===== src/rtl/conv_frame_ctrl_if.sv =====
// Stream bundle between the frame sequencer, the bit source, the encoder and the
// symbol sink. The controller uses the master modport.
interface conv_frame_ctrl_if #(
    parameter int SYM_W = 2
);
    logic             i_frame_start;
    logic             i_bit_valid;
    logic             i_bit;
    logic             o_bit_ready;
    logic             o_enc_en;
    logic             o_enc_bit;
    logic [SYM_W-1:0] i_enc_sym;
    logic [SYM_W-1:0] o_sym;
    logic             o_sym_valid;
    logic             i_sym_ready;
    logic             o_sof;
    logic             o_eof;
    logic             o_busy;
    logic             o_done;

    modport master (
        input  i_frame_start, i_bit_valid, i_bit, i_enc_sym, i_sym_ready,
        output o_bit_ready, o_enc_en, o_enc_bit, o_sym, o_sym_valid,
               o_sof, o_eof, o_busy, o_done
    );

    modport slave (
        output i_frame_start, i_bit_valid, i_bit, i_enc_sym, i_sym_ready,
        input  o_bit_ready, o_enc_en, o_enc_bit, o_sym, o_sym_valid,
               o_sof, o_eof, o_busy, o_done
    );
endinterface


===== src/rtl/conv_frame_ctrl.sv =====
// Frame sequencer for the K=3 rate-1/2 convolutional encoder: steps the encoder
// per accepted info bit, appends a zero tail, and registers symbols with SOF/EOF.
module conv_frame_ctrl #(
    parameter int FRAME_LEN = 8,
    parameter int TAIL_LEN  = 2,
    parameter int SYM_W     = 2
) (
    input  logic               i_clk,
    input  logic               i_rst_n,
    conv_frame_ctrl_if.master  bus
);
    localparam int MAX_LEN = (FRAME_LEN > TAIL_LEN) ? FRAME_LEN : TAIL_LEN;
    localparam int CNT_W   = $clog2(MAX_LEN + 1);
    localparam bit HAS_TAIL = (TAIL_LEN > 0);
    localparam logic [CNT_W-1:0] DATA_LAST = CNT_W'(FRAME_LEN - 1);
    // Only meaningful when a tail exists; pinned to zero otherwise.
    localparam logic [CNT_W-1:0] TAIL_LAST = HAS_TAIL ? CNT_W'(TAIL_LEN - 1) : '0;

    typedef enum logic [1:0] {
        IDLE,
        DATA,
        TAIL,
        FLUSH
    } state_t;

    state_t           state, state_nxt;
    logic [CNT_W-1:0] cnt, cnt_nxt;
    logic             out_free;
    logic             step;
    logic             sym_take;
    logic             sym_first;
    logic             sym_last;

    assign out_free = !bus.o_sym_valid || bus.i_sym_ready;
    assign sym_take = bus.o_sym_valid && bus.i_sym_ready;

    always_ff @(posedge i_clk or negedge i_rst_n) begin
        if (!i_rst_n) begin
            state <= IDLE;
            cnt   <= '0;
        end else begin
            state <= state_nxt;
            cnt   <= cnt_nxt;
        end
    end

    always_comb begin
        state_nxt = state;
        cnt_nxt   = cnt;
        unique case (state)
            IDLE: begin
                if (bus.i_frame_start) begin
                    state_nxt = DATA;
                    cnt_nxt   = '0;
                end
            end
            DATA: begin
                if (step) begin
                    if (cnt == DATA_LAST) begin
                        state_nxt = HAS_TAIL ? TAIL : FLUSH;
                        cnt_nxt   = '0;
                    end else begin
                        cnt_nxt = cnt + CNT_W'(1);
                    end
                end
            end
            TAIL: begin
                if (step) begin
                    if (cnt == TAIL_LAST) begin
                        state_nxt = FLUSH;
                        cnt_nxt   = '0;
                    end else begin
                        cnt_nxt = cnt + CNT_W'(1);
                    end
                end
            end
            FLUSH: begin
                // The only symbol still pending here is the EOF symbol.
                if (sym_take) state_nxt = IDLE;
            end
            default: begin
                state_nxt = IDLE;
                cnt_nxt   = '0;
            end
        endcase
    end

    always_comb begin
        step            = 1'b0;
        bus.o_bit_ready = 1'b0;
        bus.o_enc_bit   = 1'b0;
        bus.o_busy      = (state != IDLE);
        bus.o_done      = (state == FLUSH) && sym_take;
        sym_first       = (state == DATA) && (cnt == '0);
        sym_last        = ((state == DATA) && (cnt == DATA_LAST) && !HAS_TAIL) ||
                          ((state == TAIL) && (cnt == TAIL_LAST));
        unique case (state)
            DATA: begin
                step            = bus.i_bit_valid && out_free;
                bus.o_bit_ready = out_free;
                bus.o_enc_bit   = bus.i_bit;
            end
            TAIL:    step = out_free;
            default: step = 1'b0;
        endcase
        bus.o_enc_en = step;
    end

    always_ff @(posedge i_clk or negedge i_rst_n) begin
        if (!i_rst_n) begin
            bus.o_sym       <= '0;
            bus.o_sym_valid <= 1'b0;
            bus.o_sof       <= 1'b0;
            bus.o_eof       <= 1'b0;
        end else if (step) begin
            bus.o_sym       <= bus.i_enc_sym;
            bus.o_sym_valid <= 1'b1;
            bus.o_sof       <= sym_first;
            bus.o_eof       <= sym_last;
        end else if (bus.i_sym_ready) begin
            bus.o_sym_valid <= 1'b0;
        end
    end
endmodule


===== src/flat_wrapper.sv =====
// flat-port wrapper written by rule: the top's interface ports become plain ports
module conv_frame_ctrl_flat 
#(
    parameter int FRAME_LEN = 8,
    parameter int TAIL_LEN  = 2,
    parameter int SYM_W     = 2
)
  (i_clk, i_rst_n, bus_i_frame_start, bus_i_bit_valid, bus_i_bit, bus_i_enc_sym, bus_i_sym_ready, bus_o_bit_ready, bus_o_enc_en, bus_o_enc_bit, bus_o_sym, bus_o_sym_valid, bus_o_sof, bus_o_eof, bus_o_busy, bus_o_done);
  conv_frame_ctrl_if #(.SYM_W(SYM_W)) bus_i ();
  input  logic i_clk;
  input  logic i_rst_n;
  input wire logic [$bits(bus_i.i_frame_start)-1:0] bus_i_frame_start;
  input wire logic [$bits(bus_i.i_bit_valid)-1:0] bus_i_bit_valid;
  input wire logic [$bits(bus_i.i_bit)-1:0] bus_i_bit;
  input wire logic [$bits(bus_i.i_enc_sym)-1:0] bus_i_enc_sym;
  input wire logic [$bits(bus_i.i_sym_ready)-1:0] bus_i_sym_ready;
  output wire logic [$bits(bus_i.o_bit_ready)-1:0] bus_o_bit_ready;
  output wire logic [$bits(bus_i.o_enc_en)-1:0] bus_o_enc_en;
  output wire logic [$bits(bus_i.o_enc_bit)-1:0] bus_o_enc_bit;
  output wire logic [$bits(bus_i.o_sym)-1:0] bus_o_sym;
  output wire logic [$bits(bus_i.o_sym_valid)-1:0] bus_o_sym_valid;
  output wire logic [$bits(bus_i.o_sof)-1:0] bus_o_sof;
  output wire logic [$bits(bus_i.o_eof)-1:0] bus_o_eof;
  output wire logic [$bits(bus_i.o_busy)-1:0] bus_o_busy;
  output wire logic [$bits(bus_i.o_done)-1:0] bus_o_done;
  assign bus_i.i_frame_start = bus_i_frame_start;
  assign bus_i.i_bit_valid = bus_i_bit_valid;
  assign bus_i.i_bit = bus_i_bit;
  assign bus_i.i_enc_sym = bus_i_enc_sym;
  assign bus_i.i_sym_ready = bus_i_sym_ready;
  assign bus_o_bit_ready = bus_i.o_bit_ready;
  assign bus_o_enc_en = bus_i.o_enc_en;
  assign bus_o_enc_bit = bus_i.o_enc_bit;
  assign bus_o_sym = bus_i.o_sym;
  assign bus_o_sym_valid = bus_i.o_sym_valid;
  assign bus_o_sof = bus_i.o_sof;
  assign bus_o_eof = bus_i.o_eof;
  assign bus_o_busy = bus_i.o_busy;
  assign bus_o_done = bus_i.o_done;
  conv_frame_ctrl #(.FRAME_LEN(FRAME_LEN), .TAIL_LEN(TAIL_LEN), .SYM_W(SYM_W)) u_core (.i_clk(i_clk), .i_rst_n(i_rst_n), .bus(bus_i));
endmodule

===== config.mk =====
export PLATFORM = sky130hd
export DESIGN_NAME = conv_frame_ctrl_flat
export DESIGN_NICKNAME = d
export VERILOG_FILES = /design/src/rtl/conv_frame_ctrl_if.sv /design/src/rtl/conv_frame_ctrl.sv /design/src/flat_wrapper.sv
export SDC_FILE = /design/constraint.sdc
export NUM_CORES = 1
export LEC_CHECK = 0
export BUFFER_PORTS_ARGS = -buffer_cell sky130_fd_sc_hd__buf_2
export CAP_MARGIN = 25
export CORE_MARGIN = 2
export CORE_UTILIZATION = 42
export DETAILED_ROUTE_END_ITERATION = 8
export PLACE_DENSITY = 0.64
export SLEW_MARGIN = 0
export SYNTH_ARGS = -nofsm -noshare
export SYNTH_HDL_FRONTEND = slang
export SYNTH_SLANG_ARGS = --single-unit

===== constraint.sdc =====
create_clock -name i_clk -period 3.3 [get_ports i_clk]
set_input_delay 0.33 -clock i_clk [delete_from_list [all_inputs] [get_ports i_clk]]
set_output_delay 0.33 -clock i_clk [all_outputs]
set_load 0.01 [all_outputs]

==> impl_metrics.env <==
export IMPL_dpl_cell_area_um2=875
export IMPL_gp_congestion=0.878
export IMPL_routed_via_count=609
export IMPL_die_w_um=46.6
export IMPL_pwr_share_clk_pct=40.1
export IMPL_syn_nets=92
export IMPL_cpMostUsedCell="inv_1"
export IMPL_setup_viol=0
export IMPL_ant_nets=0
export IMPL_final_cell_mix="buf_2, dfrtp_1, ha_1"
export IMPL_final_max_slew_viol_count=0
export IMPL_ctsRootBufferMaster="clkbuf_4"
export IMPL_antenna_found_initial=0
export IMPL_core_mm2=0.00173
export IMPL_drtIter0Drc=9
export IMPL_yosys_warnings=0
export IMPL_p_sw_share_pct=22.3
export IMPL_clock_latency_ps=280
export IMPL_arrival_ps=1930
export IMPL_p_per_area_mw_per_mm2=262
export IMPL_setup_worst_path_class="reg2out"
export IMPL_yosysSeqAreaShare_pct=36.1
export IMPL_fillers=178
export IMPL_firstDrtPassIters=4
export IMPL_fin_nets=114
export IMPL_grt_max_degree=12
export IMPL_start_util_pct=44.2
export IMPL_grt_pass1_wl_mm=2.20
export IMPL_ir_drop_uv=211
export IMPL_fp_dieArea_mm2=0.00217
export IMPL_cts_buffers=3
export IMPL_chipHeight_um=46.6
export IMPL_p_comb_share_pct=3.6
export IMPL_hold_path_class="in2reg"
export IMPL_power_switching_mw=0.0533
export IMPL_pwr_share_seq_pct=56.4
export IMPL_ioPinCount=18
export IMPL_ys_ff_latch=11
export IMPL_power_leakage_nw=0.460
export IMPL_diodes=0
export IMPL_final_setup_tns_ps=0
export IMPL_cts_clk_slew_worst_paths_ps=70
export IMPL_crit_required_ps=2970
export IMPL_vias_per_cell=5.03
export IMPL_gr_total_overflow=0
export IMPL_internal_power_mw=0.186
export IMPL_place_port_buffers=17
export IMPL_cts_tree="built"
export IMPL_finalHoldViolCount=0
export IMPL_slew_headroom_pct=72.1
export IMPL_synth_cell_types=33
export IMPL_layout_commonest_cell="buf_2"
export IMPL_critPathMaxFanout=7
export IMPL_start_kind="flip-flop"
export IMPL_syn_mean_instance_area_um2=10.2
export IMPL_critical_path_cell_chain="inv_1 -> ha_1 -> inv_1 -> or3_1 -> inv_1 -> buf_2"
export IMPL_fmax_mhz=443
export IMPL_slowest_stage="or3_1"
export IMPL_routed_wl_mm=1.50
export IMPL_synthCells=75
export IMPL_cpPeakStageDelay_ps=510
export IMPL_clock_sinks=11
export IMPL_drc=0
export IMPL_fp_row_count=15
export IMPL_end_kind="output port"
export IMPL_post_route_cell_area_um2=911
export IMPL_period_minus_slack_ps=2260
export IMPL_first_global_vias=518
export IMPL_clockBufferDepth=2
export IMPL_post_cts_buffers=0
export IMPL_postCtsResizedCells=0
export IMPL_rsz0062_at_grt="no"
export IMPL_wl_per_cell_um=12.4
export IMPL_min_period_over_period_pct=68.5
export IMPL_outcome="completed"
export IMPL_cts_max_level=1
export IMPL_drv_cap=0
export IMPL_tightestPinTransition_ps=415
export IMPL_synth_area_um2=763
export IMPL_area_delta_synth_final_pct=19.3
export IMPL_clock_skew_ps=3.41
export IMPL_final_layout_size_suffix_gt1_share_pct=31.3
export IMPL_hpwl_mm=1.13
export IMPL_grtUsageTotal_pct=15.1
## per-layer routing
metal	share of wire [%]	GRT usage, %	vias up
met1	48	18.8	276
met5	0	0	-
met3	4.5	3.53	5
li1	-	-	310
met4	2.7	10.0	0
met2	45	22.8	18
## registers in the layout, summed over array words and instances, names as in the netlist
| register | flops |
|---|---|
| u_core.bus.o_sym_valid | 1 |
| u_core.bus.o_sof | 1 |
| u_core.bus.o_eof | 1 |
| u_core.state | 2 |
| u_core.cnt | 4 |
| u_core.bus.o_sym | 2 |
## cells in the mapped netlist, drive strengths merged
library cell,n,area (um2)
nor4b,1,15.0
nand2b,1,6.26
a22o,1,8.76
nor2,4,15.0
dfrtp,11,275
nand4,1,6.26
nand3,2,10.0
nor3,1,5.00
o41ai,2,25.0
ha,9,113
buf,1,5.00
nor2b,2,12.5
o2bb2ai,1,8.76
o21ai,2,10.0
and3,1,6.26
or3,3,20.0
mux2,3,41.3
a21oi,2,10.0
nand2,8,30.0
or4b,1,10.0
mux2i,3,30.0
o31ai,1,12.5
and2,2,15.0
and4,2,20.0
inv,7,26.3
a32o,1,10.0
nor4,1,6.26
nor4bb,1,10.0
## worst max-delay path, delay by kind of cell, from the launching register on
family | cells | cell delay (ps)
flops | 1 | 400
simple gates | 1 | 510
buf+inv | 4 | 400
fa+ha+maj | 1 | 330
## per-stage QoR
step           utilization (%)  std cells  total power [mW]  hold slack, ps  setup WS [ps]
6_report                  52.8        121             0.239             283           1040
5_1_grt                   52.8        121             0.249             276            926
4_1_cts                   52.8        121             0.240             283           1040
3_5_place_dp              50.7        116             0.145             218           1320
3_3_place_gp              50.7        116             0.145             217           1300
2_1_floorplan                -         75             0.138            34.4           1530
## worst paths after layout
kind	from	endpoint	slack [ps]	cells past startpoint
max	u_core.state[0]	bus_o_enc_en	1040	6
min in group asynchronous	i_rst_n	u_core.bus.o_sym_valid	450	2
min	bus_i_enc_sym[0]	u_core.bus.o_sym[0]	280	2
max in group asynchronous	i_rst_n	u_core.cnt[0]	2650	2
max reg2reg	u_core.state[0]	u_core.cnt[0]	1230	6
min reg2reg	u_core.bus.o_eof	u_core.bus.o_eof	470	2
## power groups by stage
| stage | Sequential (mW) | Clock, mW | Combinational, mW |
|---|---|---|---|
| 2_1_floorplan | 0.137 | 0 | 0.000679 |
| 3_3_place_gp | 0.137 | 0 | 0.00777 |
| 3_5_place_dp | 0.137 | 0 | 0.00789 |
| 4_1_cts | 0.135 | 0.0968 | 0.00884 |
| 5_1_grt | 0.135 | 0.105 | 0.00953 |
| 6_report | 0.135 | 0.0958 | 0.00854 |
## kinds of logic after synthesis
| group | count (synthesis) | share of synthesized area, % |
|---|---|---|
| DFF | 11 | 36.1 |
| muxes | 6 | 9.34 |
| adders and majority gates | 9 | 14.8 |
| buffers and inverters | 8 | 4.10 |
| and+or+nand+nor | 31 | 24.6 |
| AOI/OAI and AO/OA | 10 | 11.1 |
## final cells by class
class                           instances  area [um2]  share of cell area (%)
Inverter                                7        26.3                    2.88
Timing Repair Buffer                   18        95.1                    10.4
Sequential cell                        11         275                    30.2
Tap cell                               25        31.3                    3.43
Clock buffer                            4        26.3                    2.88
Multi-Input combinational cell         56         457                    50.1
## repair_timing
item                                    CTS  global route
hold endpoints to repair                 11             0
endpoints found under the setup margin    0             0
hold buffers                              1             0
Note: power is estimated with default switching activity, not from simulation.
